[src/rtl/decode_stage_pkg.sv]
// Shared RV32I/RV32M encodings and the decoded-instruction bundle.
package decode_stage_pkg;

  localparam logic [6:0] OPC_LOAD   = 7'b0000011;
  localparam logic [6:0] OPC_OP_IMM = 7'b0010011;
  localparam logic [6:0] OPC_AUIPC  = 7'b0010111;
  localparam logic [6:0] OPC_STORE  = 7'b0100011;
  localparam logic [6:0] OPC_OP     = 7'b0110011;
  localparam logic [6:0] OPC_LUI    = 7'b0110111;
  localparam logic [6:0] OPC_BRANCH = 7'b1100011;
  localparam logic [6:0] OPC_JALR   = 7'b1100111;
  localparam logic [6:0] OPC_JAL    = 7'b1101111;

  localparam logic [2:0] FUNCT3_ADD  = 3'b000;
  localparam logic [2:0] FUNCT3_SLL  = 3'b001;
  localparam logic [2:0] FUNCT3_SLT  = 3'b010;
  localparam logic [2:0] FUNCT3_SLTU = 3'b011;
  localparam logic [2:0] FUNCT3_XOR  = 3'b100;
  localparam logic [2:0] FUNCT3_SR   = 3'b101;
  localparam logic [2:0] FUNCT3_OR   = 3'b110;
  localparam logic [2:0] FUNCT3_AND  = 3'b111;

  localparam logic [6:0] FUNCT7_BASE   = 7'b0000000;
  localparam logic [6:0] FUNCT7_ALT    = 7'b0100000;
  localparam logic [6:0] FUNCT7_MULDIV = 7'b0000001;

  // Base codes 0-9 fit a 4-bit ALU; the M group extends into 10-17.
  typedef enum logic [4:0] {
    ALU_ADD    = 5'd0,
    ALU_SUB    = 5'd1,
    ALU_SLL    = 5'd2,
    ALU_SLT    = 5'd3,
    ALU_SLTU   = 5'd4,
    ALU_XOR    = 5'd5,
    ALU_SRL    = 5'd6,
    ALU_SRA    = 5'd7,
    ALU_OR     = 5'd8,
    ALU_AND    = 5'd9,
    ALU_MUL    = 5'd10,
    ALU_MULH   = 5'd11,
    ALU_MULHSU = 5'd12,
    ALU_MULHU  = 5'd13,
    ALU_DIV    = 5'd14,
    ALU_DIVU   = 5'd15,
    ALU_REM    = 5'd16,
    ALU_REMU   = 5'd17
  } alu_op_e;

  typedef struct packed {
    alu_op_e     alu_op;
    logic [4:0]  rs1;
    logic [4:0]  rs2;
    logic [4:0]  rd;
    logic [31:0] imm;
    logic        alu_src_imm;
    logic        reg_write;
    logic        mem_read;
    logic        mem_write;
    logic        branch;
    logic        jump;
    logic        illegal;
  } dec_bundle_t;

endpackage

[src/rtl/decode_comb.sv]
// Purely combinational instruction decoder: raw instruction to decoded bundle.
module decode_comb
  import decode_stage_pkg::*;
#(
  parameter int ENABLE_M = 0
) (
  input  logic [31:0] instr_i,
  output dec_bundle_t dec_o
);

  logic [6:0]  opcode;
  logic [2:0]  f3;
  logic [6:0]  f7;
  logic [31:0] imm_i, imm_s, imm_b, imm_u, imm_j;

  assign opcode = instr_i[6:0];
  assign f3     = instr_i[14:12];
  assign f7     = instr_i[31:25];
  assign imm_i  = {{20{instr_i[31]}}, instr_i[31:20]};
  assign imm_s  = {{20{instr_i[31]}}, instr_i[31:25], instr_i[11:7]};
  assign imm_b  = {{19{instr_i[31]}}, instr_i[31], instr_i[7], instr_i[30:25],
                   instr_i[11:8], 1'b0};
  assign imm_u  = {instr_i[31:12], 12'b0};
  assign imm_j  = {{11{instr_i[31]}}, instr_i[31], instr_i[19:12], instr_i[20],
                   instr_i[30:21], 1'b0};

  // Field extraction and ALU/control selection per opcode class.
  always_comb begin
    dec_o = '0;
    unique case (opcode)
      OPC_OP: begin
        dec_o.rs1       = instr_i[19:15];
        dec_o.rs2       = instr_i[24:20];
        dec_o.rd        = instr_i[11:7];
        dec_o.reg_write = 1'b1;
        case (f7)
          FUNCT7_BASE: begin
            case (f3)
              FUNCT3_ADD:  dec_o.alu_op = ALU_ADD;
              FUNCT3_SLL:  dec_o.alu_op = ALU_SLL;
              FUNCT3_SLT:  dec_o.alu_op = ALU_SLT;
              FUNCT3_SLTU: dec_o.alu_op = ALU_SLTU;
              FUNCT3_XOR:  dec_o.alu_op = ALU_XOR;
              FUNCT3_SR:   dec_o.alu_op = ALU_SRL;
              FUNCT3_OR:   dec_o.alu_op = ALU_OR;
              default:     dec_o.alu_op = ALU_AND;
            endcase
          end
          FUNCT7_ALT: begin
            if (f3 == FUNCT3_ADD)     dec_o.alu_op  = ALU_SUB;
            else if (f3 == FUNCT3_SR) dec_o.alu_op  = ALU_SRA;
            else                      dec_o.illegal = 1'b1;
          end
          FUNCT7_MULDIV: begin
            if (ENABLE_M != 0) begin
              case (f3)
                3'b000:  dec_o.alu_op = ALU_MUL;
                3'b001:  dec_o.alu_op = ALU_MULH;
                3'b010:  dec_o.alu_op = ALU_MULHSU;
                3'b011:  dec_o.alu_op = ALU_MULHU;
                3'b100:  dec_o.alu_op = ALU_DIV;
                3'b101:  dec_o.alu_op = ALU_DIVU;
                3'b110:  dec_o.alu_op = ALU_REM;
                default: dec_o.alu_op = ALU_REMU;
              endcase
            end else begin
              dec_o.illegal = 1'b1;
            end
          end
          default: dec_o.illegal = 1'b1;
        endcase
      end
      OPC_OP_IMM: begin
        dec_o.rs1         = instr_i[19:15];
        dec_o.rd          = instr_i[11:7];
        dec_o.imm         = imm_i;
        dec_o.alu_src_imm = 1'b1;
        dec_o.reg_write   = 1'b1;
        case (f3)
          FUNCT3_ADD:  dec_o.alu_op = ALU_ADD;
          FUNCT3_SLT:  dec_o.alu_op = ALU_SLT;
          FUNCT3_SLTU: dec_o.alu_op = ALU_SLTU;
          FUNCT3_XOR:  dec_o.alu_op = ALU_XOR;
          FUNCT3_OR:   dec_o.alu_op = ALU_OR;
          FUNCT3_AND:  dec_o.alu_op = ALU_AND;
          FUNCT3_SLL: begin
            if (f7 == FUNCT7_BASE) dec_o.alu_op  = ALU_SLL;
            else                   dec_o.illegal = 1'b1;
          end
          default: begin
            if (f7 == FUNCT7_BASE)     dec_o.alu_op  = ALU_SRL;
            else if (f7 == FUNCT7_ALT) dec_o.alu_op  = ALU_SRA;
            else                       dec_o.illegal = 1'b1;
          end
        endcase
      end
      OPC_LOAD: begin
        dec_o.rs1         = instr_i[19:15];
        dec_o.rd          = instr_i[11:7];
        dec_o.imm         = imm_i;
        dec_o.alu_src_imm = 1'b1;
        dec_o.mem_read    = 1'b1;
        dec_o.reg_write   = 1'b1;
        dec_o.illegal     = (f3 == 3'b011) || (f3 == 3'b110) || (f3 == 3'b111);
      end
      OPC_STORE: begin
        dec_o.rs1         = instr_i[19:15];
        dec_o.rs2         = instr_i[24:20];
        dec_o.imm         = imm_s;
        dec_o.alu_src_imm = 1'b1;
        dec_o.mem_write   = 1'b1;
        dec_o.illegal     = f3[2] || (f3 == 3'b011);
      end
      OPC_BRANCH: begin
        dec_o.rs1     = instr_i[19:15];
        dec_o.rs2     = instr_i[24:20];
        dec_o.imm     = imm_b;
        dec_o.alu_op  = ALU_SUB;
        dec_o.branch  = 1'b1;
        dec_o.illegal = (f3 == 3'b010) || (f3 == 3'b011);
      end
      OPC_LUI, OPC_AUIPC: begin
        dec_o.rd          = instr_i[11:7];
        dec_o.imm         = imm_u;
        dec_o.alu_src_imm = 1'b1;
        dec_o.reg_write   = 1'b1;
      end
      OPC_JAL: begin
        dec_o.rd          = instr_i[11:7];
        dec_o.imm         = imm_j;
        dec_o.alu_src_imm = 1'b1;
        dec_o.reg_write   = 1'b1;
        dec_o.jump        = 1'b1;
      end
      OPC_JALR: begin
        dec_o.rs1         = instr_i[19:15];
        dec_o.rd          = instr_i[11:7];
        dec_o.imm         = imm_i;
        dec_o.alu_src_imm = 1'b1;
        dec_o.reg_write   = 1'b1;
        dec_o.jump        = 1'b1;
      end
      default: dec_o.illegal = 1'b1;
    endcase
    // Illegal bundles still flow to execute for trapping, but with no side effects.
    if (dec_o.illegal) begin
      dec_o.reg_write = 1'b0;
      dec_o.mem_read  = 1'b0;
      dec_o.mem_write = 1'b0;
      dec_o.branch    = 1'b0;
      dec_o.jump      = 1'b0;
    end
    if (dec_o.rd == 5'd0) dec_o.reg_write = 1'b0;
  end

endmodule

[src/rtl/decode_stage.sv]
// Registered decode stage: valid/ready pipeline register around decode_comb.
module decode_stage
  import decode_stage_pkg::*;
#(
  parameter int XLEN     = 32,
  parameter int ENABLE_M = 0,
  localparam int ALU_OP_W = (ENABLE_M != 0) ? 5 : 4
) (
  input  logic                clk,
  input  logic                rst,
  input  logic                flush,
  input  logic                in_valid,
  output logic                in_ready,
  input  logic [31:0]         in_instr,
  input  logic [XLEN-1:0]     in_pc,
  output logic                out_valid,
  input  logic                out_ready,
  output logic [XLEN-1:0]     out_pc,
  output logic [ALU_OP_W-1:0] out_alu_op,
  output logic [4:0]          out_rs1,
  output logic [4:0]          out_rs2,
  output logic [4:0]          out_rd,
  output logic [XLEN-1:0]     out_imm,
  output logic                out_alu_src_imm,
  output logic                out_reg_write,
  output logic                out_mem_read,
  output logic                out_mem_write,
  output logic                out_branch,
  output logic                out_jump,
  output logic                out_illegal
);

  dec_bundle_t     dec;
  dec_bundle_t     bundle_d, bundle_q;
  logic [XLEN-1:0] pc_d, pc_q;
  logic            valid_d, valid_q;
  logic            accept;
  logic            unused_alu_bits;

  decode_comb #(.ENABLE_M(ENABLE_M)) u_decode_comb (
    .instr_i (in_instr),
    .dec_o   (dec)
  );

  assign in_ready = !valid_q || out_ready;
  assign accept   = in_valid && in_ready && !flush;

  // Next-state: flush beats accept; a consumed bundle without refill goes invalid.
  always_comb begin
    valid_d  = valid_q;
    bundle_d = bundle_q;
    pc_d     = pc_q;
    if (flush) begin
      valid_d = 1'b0;
    end else if (accept) begin
      valid_d  = 1'b1;
      bundle_d = dec;
      pc_d     = in_pc;
    end else if (out_ready) begin
      valid_d = 1'b0;
    end
  end

  // Pipeline register; reset clears every output field.
  always_ff @(posedge clk) begin
    if (rst) begin
      valid_q  <= 1'b0;
      bundle_q <= '0;
      pc_q     <= '0;
    end else begin
      valid_q  <= valid_d;
      bundle_q <= bundle_d;
      pc_q     <= pc_d;
    end
  end

  assign unused_alu_bits = ^bundle_q.alu_op;

  assign out_valid       = valid_q;
  assign out_pc          = pc_q;
  assign out_alu_op      = bundle_q.alu_op[ALU_OP_W-1:0];
  assign out_rs1         = bundle_q.rs1;
  assign out_rs2         = bundle_q.rs2;
  assign out_rd          = bundle_q.rd;
  assign out_imm         = bundle_q.imm;
  assign out_alu_src_imm = bundle_q.alu_src_imm;
  assign out_reg_write   = bundle_q.reg_write;
  assign out_mem_read    = bundle_q.mem_read;
  assign out_mem_write   = bundle_q.mem_write;
  assign out_branch      = bundle_q.branch;
  assign out_jump        = bundle_q.jump;
  assign out_illegal     = bundle_q.illegal;

endmodule

[config.mk]
export PLATFORM = sky130hd
export DESIGN_NAME = decode_stage
export DESIGN_NICKNAME = d
export VERILOG_FILES = /design/src/rtl/decode_stage_pkg.sv /design/src/rtl/decode_comb.sv /design/src/rtl/decode_stage.sv
export SDC_FILE = /design/constraint.sdc
export NUM_CORES = 1
export LEC_CHECK = 0
export ABC_AREA = 1
export BUFFER_PORTS_ARGS = -buffer_cell sky130_fd_sc_hd__buf_2
export CORE_MARGIN = 10
export CORE_UTILIZATION = 48
export CTS_BUF_LIST = sky130_fd_sc_hd__clkbuf_4
export DETAILED_ROUTE_END_ITERATION = 6
export GPL_TIMING_DRIVEN = 0
export PLACE_DENSITY_LB_ADDON = 0.08
export SLEW_MARGIN = 5
export SYNTH_ARGS = -nofsm -noshare
export SYNTH_HDL_FRONTEND = slang
export SYNTH_HIERARCHICAL = 1
export SYNTH_SLANG_ARGS = --single-unit
export TNS_END_PERCENT = 5
[constraint.sdc]
create_clock -name clk -period 1.3 [get_ports clk]
set_input_delay 0.13 -clock clk [delete_from_list [all_inputs] [get_ports clk]]
set_output_delay 0.13 -clock clk [all_outputs]
set_load 0.02 [all_outputs]
==> run summary, run 1 <==
Count of final hold-check violations: 0. The core region is 10300 um2. The iteration count of the initial detailed-routing pass came out at 5.

The logs give 37 for the row count and 25000 um for the global-route wire length before repair. Die boundary height: 122 um. The flow ran to the end, but the final reports show violations. For this run, the post-layout net count is 1075.

The endpoint identified for the worst register-to-register timing path is out_pc[0]. The placed instances occupy a cell area of 6010 um2. After detailed routing, the average wire length per cell comes to 14.0 um.

The final reports fail on setup timing. In this run the most critical hold path is launched from in_instr[18]. For the aggregate global-route resource usage, the log shows 0.204. Entering global routing, the biggest net connects 17 pins. The power density normalized to cell area came out at 951 nW/um2. Setup repair after global routing could not meet its margin everywhere. The tools report the arrival time of data at the critical path endpoint as 1.24 ns. The switching share of power was 0.316. For the initial detailed-routing violation count, the log shows 442. No sink is reached through more buffers than the 2 on the longest clock path.

The tree is rooted in a clkbuf_4. The tools report the number of endpoints failing setup at the final stage as 1. The routed layout has 5524 vias. Across all register-to-register paths, the minimum setup slack is 0.03 ns.

After global routing the overflow that remains totals 0. Horizontal die dimension: 122 um. The tools report the via count of the first global-routing pass as 5110.

The mapped netlist covers 5030 um2. The number of cells on the worst reg-to-reg path is 6. After detailed routing, the number of remaining DRC violations is 0. During I/O placement, the number of pins put on the boundary was 161. The average cell area after synthesis is 6.30 um2. The net load switching power is 0.00201 W. Path class of the lowest-slack min-delay path: input pin to flop.

Count of buffers from port buffering: 160. The post-CTS clock slew at the launch and capture registers of the worst setup and hold paths works out to 0.15 ns. Relative to the synthesized area, the layout overhead comes to 33.0%. The worst setup path is launched from a flop.

The final total negative setup slack was -0.0726 ns; the setup clock skew after layout was 0.0163 ns. The floorplan step defined a die boundary enclosing 15000 um2. 0 antenna diodes ended up in the layout. The number of buffers added by the clock tree synthesis step was 9; the detailed-route wire length was 16000 um. The worst setup slack after layout was -0.0726 ns; the effective utilization at floorplan was 0.489. The internal power consumption was 0.00435 W.

Terminating pin of the worst hold path: out_rs1[3]. Clock latency on the worst-skew pair: 0.44 ns. The startpoint of the worst register-to-register path is out_valid. Detailed-route vias per instance: 4.82. TritonCTS built the clock tree.

The number of nets in the synthesized netlist is 867. Sequential share of power: 0.480. The worst setup path is captured at an output port. The tools report the filler cell count in the final layout as 1027.

The HPWL after detailed placement is 11900 um. Final non-filler cell area: 6690 um2. Once detail routing completed, the nets flagged for antenna violations numbered 0. For this design, the sink count on the clock tree is 91. The fraction of final layout cells sized beyond drive strength 1 came out at 0.276.

The H-tree depth is 3. The cell count of the worst hold path came out at 7. For the routability-driven placement congestion ratio, the log shows 0.942. The clock group share of total power was 0.292; the part of the cycle the worst path needs was 1.06. The tool flagged a number of max-cap violations equal to 0.

The number of instances in the synthesized netlist was 798. In this run the worst path has a maximum fanout of 3. Across the VDD grid, the largest voltage drop is 0.531 mV. The run gives 0.229 as the portion of total power attributed to combinational logic.

The number of pins exceeding their max-slew limit in the final report came out at 0. The final critical path time including I/O delays and setup is 1.37 ns, and the slew at the pin with the worst max-slew slack is 0.682 ns. The worst slack at placement was -0.327 ns. The tools report the initial antenna violation count as 0. Timing would allow up to 729 MHz.

The run gives 1.17 ns as the worst path required time. The run gives 0.546 as the relative slew slack. The Yosys step of the flow raised 6 warnings.

Standby leakage power: 3.55 nW. Worst setup path category: flop to output port.
[cell type report]
class / instances / area [um2] / share of cell area
Multi-Input combinational cell: 521 / 2520 / 0.376
Sequential cell: 91 / 1830 / 0.273
Timing Repair Buffer: 197 / 1170 / 0.175
Inverter: 136 / 510 / 0.0763
Buffer: 50 / 323 / 0.0483
Tap cell: 136 / 170 / 0.0254
Clock inverter: 6 / 97.6 / 0.0146
Clock buffer: 10 / 75.1 / 0.0112
[state kept, by name (all words and copies together) (netlist names)]
register / count
out_rs1: 5
out_illegal: 1
out_mem_read: 1
out_branch: 1
out_imm: 32
out_valid: 1
out_jump: 1
out_rs2: 5
out_alu_op: 4
out_rd: 5
out_reg_write: 1
out_alu_src_imm: 1
out_mem_write: 1
out_pc: 32
[critical path: stages, from the launching register on]
cell and delay, ns:
dfxtp_4 0.40, nand2_4 0.06, buf_8 0.12, buf_8 0.11
buf_6 0.12
[what timing repair did]
action | CTS | global route
hold buffers | 34 | 0
setup buffers | 3 | 0
endpoints found under the hold margin | 33 | 0
gates resized for setup | 19 | 46
endpoints found under the setup margin | 90 | 71
pin swaps | 1 | 0
[stage by stage]
stage | util | hold slack (ns) | power, W | cells
after floorplan | - | 0.207 | 0.00397 | 798
after global placement | 0.585 | 0.338 | 0.00444 | 1094
after detailed placement | 0.585 | 0.340 | 0.00445 | 1094
after CTS | 0.641 | 0.114 | 0.00640 | 1147
after global routing | 0.651 | 0.174 | 0.00669 | 1147
final | 0.651 | 0.138 | 0.00636 | 1147
[worst max-delay path by stage]
stage	from	to	slack [ns]
floorplan	in_instr[1]	out_mem_write	0.01
global placement	in_instr[26]	out_mem_read	-0.32
detailed placement	in_instr[1]	out_reg_write	-0.33
CTS	out_valid	in_ready	-0.11
global route	out_valid	in_ready	-0.13
finish	out_valid	in_ready	-0.07
[cells in the final DEF, fill, tap and decap left out, types with 6 or more instances in the layout]
master / instances
dfxtp_1: 90
o22ai_1: 6
nor2_2: 8
a21oi_2: 9
nand2_1: 127
clkbuf_1: 12
o21ai_0: 9
buf_4: 7
nor2_4: 6
nand3_1: 96
dlygate4sd3_1: 34
buf_2: 173
clkbuf_4: 16
nand2_4: 6
a21oi_1: 87
nor2_1: 136
o211ai_2: 10
nand2_2: 8
inv_1: 123
inv_2: 13
buf_6: 8
[metal layers]
metal | global-route usage | part of all wire | up-vias
met5 | 0 | 0 | -
met4 | 0.0427 | 0.0063 | 0
met3 | 0.0455 | 0.075 | 9
met2 | 0.352 | 0.48 | 180
met1 | 0.256 | 0.44 | 2426
li1 | - | - | 2909
[power groups by stage]
stage          Combinational, W  Sequential, W  Clock, W
2_1_floorplan          0.000637        0.00333         0
3_5_place_dp            0.00134        0.00311         0
6_report                0.00145        0.00305   0.00186
3_3_place_gp            0.00133        0.00310         0
5_1_grt                 0.00161        0.00307   0.00200
4_1_cts                 0.00143        0.00305   0.00192
(Power assumes the default switching activity.)
==> run 2, diff against run 1 <==
--- a/config.mk
+++ b/config.mk
@@ -8,7 +8,7 @@
 export ABC_AREA = 1
 export BUFFER_PORTS_ARGS = -buffer_cell sky130_fd_sc_hd__buf_2
 export CORE_MARGIN = 10
-export CORE_UTILIZATION = 48
+export CORE_UTILIZATION = 39
 export CTS_BUF_LIST = sky130_fd_sc_hd__clkbuf_4
 export DETAILED_ROUTE_END_ITERATION = 6
 export GPL_TIMING_DRIVEN = 0
==> run summary, run 2 (synthesis gave the netlist of run 1 again) <==
The flow ran to the end, but the final reports show violations. The checks that failed: setup timing. The number of endpoints failing setup at the final stage came out at 1.

The count of non-filler cells in the finished layout is 1184, and the setup clock skew after layout is 0.0134 ns. On the critical path the largest part of the delay comes from flip-flops. For the worst setup path, the data required time is 1.17 ns. Worst setup path category: flop to output port. The repair_antennas step left the layout with diodes totalling 0. Dividing the detail-routed via count by the number of cells gives 4.59. The slowest stage of the critical path is the dfxtp_2 cell.

In the layout the commonest cells are buf_2, nor2_1, nand2_1. Via count of the first global-routing pass: 5158. The critical path's largest stage delay works out to 0.38 ns. Summed over all nets, the half-perimeter wirelength after detailed placement is 12600 um. In the final routed layout, each cell accounts on average for 14.2 um.

The total overflow left after global routing is 0. The cell occurring most often along the worst timing path is buf_8. The detailed router placed 5437 vias in this run.

VDD sags by at most 0.523 mV. Nature of the critical path endpoint: an output port. For this design the ratio of total power to cell area is 969 nW/um2. The tools report the maximum clock frequency as 717 MHz.

The tools report the root buffer selected by CTS as clkbuf_4. The aggregate global-route resource usage is 0.184. The first routing iteration left 273 violations. Compared with the post-synthesis result, the final layout area differs by 33.4%. The die covers 17800 um2.

The tools report the post-detailed-route count of antenna-violating nets as 0. In this run the tool buffered the top-level ports with 160 buffer cells. The count of buffer and inverter cells on the critical path came out at 3. The final critical path time including I/O delays and setup was 1.40 ns.

The leading cell type in the layout, fill and taps excluded was buf_2. From bottom edge to top edge, the die measures 134 um. For this design the static power due to leakage is 3.52 nW. The count of final hold-check violations was 0; the slew at the pin with the worst max-slew slack was 0.658 ns.

The largest fanout on the critical path came out at 3. The tools report the number of placed I/O pins as 161. Initial antenna violation count: 0.

Walking the worst path, the cells encountered are nand2_4 -> buf_8 -> buf_8 -> buf_6. The H-tree was split into 3 levels. The effective utilization at floorplan came out at 0.399. Data on the critical path arrives at its endpoint at 1.27 ns.

The part of the cycle the worst path needs works out to 1.07. The total clock sinks is 91, and the number of buffers added by the clock tree synthesis step is 9. Across the run, the number of max-cap violations was 0. Hold timing on the final database bottoms out at a slack of 0.116 ns. The area of the core region was 12600 um2. The filler cell count in the final layout was 1434.

The worst setup slack after layout came out at -0.0953 ns. Setup repair after global routing could not meet its margin everywhere. For the utilization of the core after routing, the log shows 0.532. In this run the deepest clock path goes through 2 buffers.

Path class of the lowest-slack min-delay path: input pin to flop. In this run, placement finished with an instance count of 1130. Entering global routing, the biggest net connects 16 pins. The logs give 16800 um for the detailed-route wire length and 0.870 for the routability-driven placement congestion ratio. The launching element type of the critical path was a flop. The post-CTS clock slew at the launch and capture registers of the worst setup and hold paths is 0.14 ns, and the number of remaining DRC errors is 0. TritonCTS built the clock tree.

The relative slew slack was 0.561; the clock latency on the worst-skew pair was 0.47 ns. The fraction of final layout cells sized beyond drive strength 1 is 0.274. The first detailed-routing pass ran for 4 iterations. Row generation in the floorplan step produced 41 rows. The run gives 26800 um as the global-route wire length before repair. The number of pins exceeding their max-slew limit in the final report is 0, and the horizontal die dimension is 134 um.

In the final design database the tool counted 1076 nets.
-- run 2: cell count changes in the layout (fill, tap and decap cells not counted), moves of 4 or more --
cell      before  now
buf_6          8    2
nor2_2         8   12
nor2_1       136  132
clkbuf_4      16   10
buf_2        173  178
buf_4          7   13
-- run 2: what timing repair did --
| action | CTS | global route |
|---|---|---|
| endpoints found under the hold margin | 33 | 0 |
| buffers inserted | 3 | 1 |
| hold buffers | 34 | 0 |
| gates resized for setup | 18 | 28 |
| cloned | 0 | 0 |
| pin swaps | 1 | 0 |
| setup endpoints to repair | 90 | 61 |
-- run 2: report_power, final --
| part | leakage, nW | switching, W | internal (W) |
|---|---|---|---|
| clock | 0.0940 | 0.00103 | 0.000970 |
| sequential | 0.749 | 0.0000860 | 0.00297 |
| combinational | 2.68 | 0.000904 | 0.000549 |
-- run 2: area by class of cell --
| type | instances | area, um2 | area share |
|---|---|---|---|
| sequential | 91 | 1820 | 0.272 |
| clock inverter | 7 | 115 | 0.0172 |
| tap | 172 | 215 | 0.0321 |
| clock buffer | 9 | 67.6 | 0.0101 |
| inverter | 136 | 510 | 0.0761 |
| multi-input combinational | 521 | 2520 | 0.376 |
| timing repair buffer | 198 | 1180 | 0.175 |
| buffer | 50 | 280 | 0.0418 |
-- run 2: per-stage QoR --
step                      instance area, um2  worst slack (ns)  total power [W]  TNS (ns)
after floorplan                         5040            0.0135          0.00397         0
after global placement                  6050            -0.359          0.00446    -16.11
after detailed placement                6050            -0.373          0.00446    -15.90
after CTS                               6640            -0.132          0.00654    -0.132
after global routing                    6710            -0.146          0.00687    -0.432
final                                   6710           -0.0953          0.00650   -0.0953
-- run 2: final timing paths --
kind / startpoint / end / slack [ns] / depth (start not counted)
worst max-delay path: out_valid / in_ready / -0.1 / 4
worst min-delay path: in_instr[11] / out_rd[4] / 0.12 / 7
worst max register to register: out_valid / out_rs1[1] / 0.03 / 6
worst min register to register: out_imm[0] / out_imm[0] / 0.49 / 2
-- run 2: metal layers --
layer | GRT usage | part of all wire | vias up
met5 | 0 | 0 | -
li1 | - | - | 2901
met3 | 0.0383 | 0.059 | 13
met2 | 0.300 | 0.46 | 139
met4 | 0.0526 | 0.011 | 0
met1 | 0.240 | 0.47 | 2384
-- run 2: worst register-to-register path, stage by stage, from the launching register on --
cell and delay, ns:
dfxtp_2 0.38, nand2_4 0.06, buf_8 0.12, buf_4 0.18
buf_2 0.20, a21oi_1 0.17, nor2_1 0.06
==> run 3, diff against run 2 <==
--- a/config.mk
+++ b/config.mk
@@ -16,6 +16,5 @@
 export SLEW_MARGIN = 5
 export SYNTH_ARGS = -nofsm -noshare
 export SYNTH_HDL_FRONTEND = slang
-export SYNTH_HIERARCHICAL = 1
 export SYNTH_SLANG_ARGS = --single-unit
 export TNS_END_PERCENT = 5
==> run summary, run 3 <==
nand2_1 is the most common cell in the netlist. The maximum number of pins on one net before global-route repair is 16, and the area of the core region is 10200 um2. The count of buffers from port buffering works out to 158. The checks that failed: setup timing. The horizontal die dimension was 122 um; the fraction of final layout cells sized beyond drive strength 1 was 0.341. The number of max-cap violations came out at 0.

For the register area share after synthesis, the log shows 0.451. The number of pins exceeding their max-slew limit in the final report came out at 0. Number of instances in the synthesized netlist: 580. The die is 122 um tall. The share of Yosys cell area claimed by the top area cell type is 0.451, and the number of flops mapped to enable cells by yosys is 0.

The logs give 0 for the number of remaining DRC errors and 0.601 for the utilization of the core after routing. In this run the number of H-tree levels came out at 3. The worst setup slack after layout is -0.0216 ns, and the number of buffers on the longest clock path is 2. Once placement finished, the instance area stood at 5030 um2.

In this run the remaining antenna-violating nets after routing total 0. At the end of the flow, the number of nets in the layout was 881. Yosys attributes the largest share of cell area to dfxtp_1, nand2_1, nor2_1. Data on the critical path is required at its endpoint by 1.65 ns. The run gives 0 as the Yosys warning count. The die covers 14800 um2. Number of distinct standard cells referenced by the synthesized netlist: 29. Most instantiated flip-flop cell in the synthesis netlist: dfxtp_1.

TritonCTS built the clock tree. Flip-flop and latch count after synthesis: 91. For the number of diodes added for antenna fixing, the log shows 0.

Power comes to 0.00579 W. The logs give 6 for the iteration count of the initial detailed-routing pass and 649 for the synthesized netlist net count. Ranked by instance count, the synthesized netlist is headed by nand2_1, dfxtp_1, nor2_1. Data arrives at the worst endpoint at 1.67 ns.

Leaving out fill and tap cells, the most frequent cell in the layout is buf_2. The root buffer cell chosen for the clock tree is clkbuf_4. The mapped netlist covers 4040 um2. Setup repair after global routing could not meet its margin everywhere. The average cell area after synthesis was 6.96 um2. The library cells used most frequently in the layout, excluding fill and tap cells, are buf_2, nand2_1, dfxtp_1.

The initial antenna violation count was 1. After detailed routing, the number of vias per cell comes to 4.85. Dividing total power by cell area gives a power density of 945 nW/um2.

In this run the worst hold path is classified as input pin to flop. At the pin with the least slew margin, the transition time is 0.626 ns. For this design, the sink count on the clock tree is 91.

The proportion of register bits with asynchronous set or reset after synthesis is 0. The clock latency on the worst-skew pair is 0.45 ns, and the setup clock skew after layout is 0.0201 ns. In this run, the number of DRC markers left after iteration 0 of detailed routing was 214. For the half-perimeter wire length after placement, the log shows 11200 um. Worst ir drop on vdd: 0.456 mV. For this run the aggregate overflow at the end of global routing stands at 0. The tools report the standby leakage power as 2.87 nW. The routed layout has 4624 vias.

The finished cells cover 6120 um2. For the relative slew slack, the log shows 0.583. The logs give 757 MHz for the maximum clock frequency and 11 for the number of endpoints failing setup at the final stage.

For this block, the routed nets add up to 15100 um of wire. After clock tree synthesis, the clock-pin slew on the worst setup and hold paths is 0.15 ns. Part of the cycle the worst path needs: 1.02. Launching element type of the critical path: a flop. Counting I/O delays and the setup requirement, the final critical path takes 1.32 ns. The largest fanout on the critical path was 10; the aggregate global-route resource usage was 0.194. The mean routed wirelength per cell works out to 15.8 um. The critical path is of the flop to flop type.

The run finished, with violations left. The floorplan has 37 rows. Effective utilization at floorplan: 0.396. For this design the top-level I/O count stands at 161.

Via count of the first global-routing pass: 4444. Routability-driven placement finished with a final weighted congestion of 0.926. The cell accounting for the most synthesized area was dfxtp_1.

The nature of the critical path endpoint is a flop. Compared with the post-synthesis result, the final layout area differs by 51.7%. The first global-routing pass estimated 23300 um of wire.

Count of final hold-check violations: 0. TritonCTS created 9 clock buffers.
==> run 3: logic make-up after synthesis <==
family,Yosys count,synth area share
flip-flops,91,0.451
AO/OA/AOI/OAI,146,0.194
buffers and inverters,64,0.0648
AND/OR/NAND/NOR,279,0.290
==> run 3: cell type report <==
type	instances	area, um2
fillers	948	4060
multi-input cells	425	2120
flip-flops and latches	91	1830
repair buffers	221	1460
plain buffers	32	279
well taps	136	170
inverters	32	125
clock buffers	11	82.6
clock inverters	5	60.1
==> run 3: through the flow <==
| step | setup slack (ns) | cells | hold slack (ns) | TNS, ns |
|---|---|---|---|---|
| 2_1_floorplan | -0.000150 | 580 | 0.199 | -0.000602 |
| 3_3_place_gp | -0.328 | 874 | 0.303 | -14.49 |
| 3_5_place_dp | -0.330 | 874 | 0.311 | -16.30 |
| 4_1_cts | -0.0174 | 947 | 0.00120 | -0.100 |
| 5_1_grt | -0.135 | 953 | 0.0293 | -6.84 |
| 6_report | -0.0216 | 953 | 0.0151 | -0.0753 |
==> run 3: per-layer routing <==
layer | vias up | share of wire | routed length (um) | track usage
li1 | 2340 | - | - | -
met1 | 2120 | 0.43 | 6430 | 0.234
met2 | 136 | 0.48 | 7180 | 0.322
met3 | 26 | 0.081 | 1220 | 0.0634
met4 | 2 | 0.017 | 251 | 0.0581
met5 | - | 0.00093 | 14 | 0
==> run 3: what timing repair did <==
item / 4_1_cts / 5_1_grt
setup buffers: 0 / 3
resized for setup: 26 / 86
hold endpoints to repair: 56 / 0
pin swaps: 0 / 12
endpoints found under the setup margin: 91 / 91
gates cloned: 0 / 3
hold buffers: 57 / 0
==> run 3: worst max-delay path, cell delays in order (launching register included) <==
cell and delay, ns:
dfxtp_4 0.37, inv_2 0.03, nor2_2 0.10, inv_2 0.07, nand3_4 0.14, inv_6 0.06, clkbuf_4 0.18, o21ai_0 0.22
a21oi_1 0.06
==> run 3: report_power, final <==
| group | internal (W) | total, W | switching, W | leakage, nW |
|---|---|---|---|---|
| Combinational | 0.000494 | 0.00117 | 0.000674 | 2.05 |
| Sequential | 0.00290 | 0.00297 | 0.0000662 | 0.744 |
| Clock | 0.000639 | 0.00165 | 0.00101 | 0.0740 |
| Total | 0.00404 | 0.00579 | 0.00175 | 2.87 |
==> run 3: final timing paths <==
| kind | start | endpoint | slack, ns | cells past startpoint |
|---|---|---|---|---|
| hold / removal | in_instr[31] | out_imm[31] | 0.02 | 3 |
| setup reg to reg | out_valid | out_rd[1] | -0.02 | 8 |
| hold reg to reg | out_imm[19] | out_imm[19] | 0.47 | 2 |
| setup / recovery | out_valid | out_rd[1] | -0.02 | 8 |
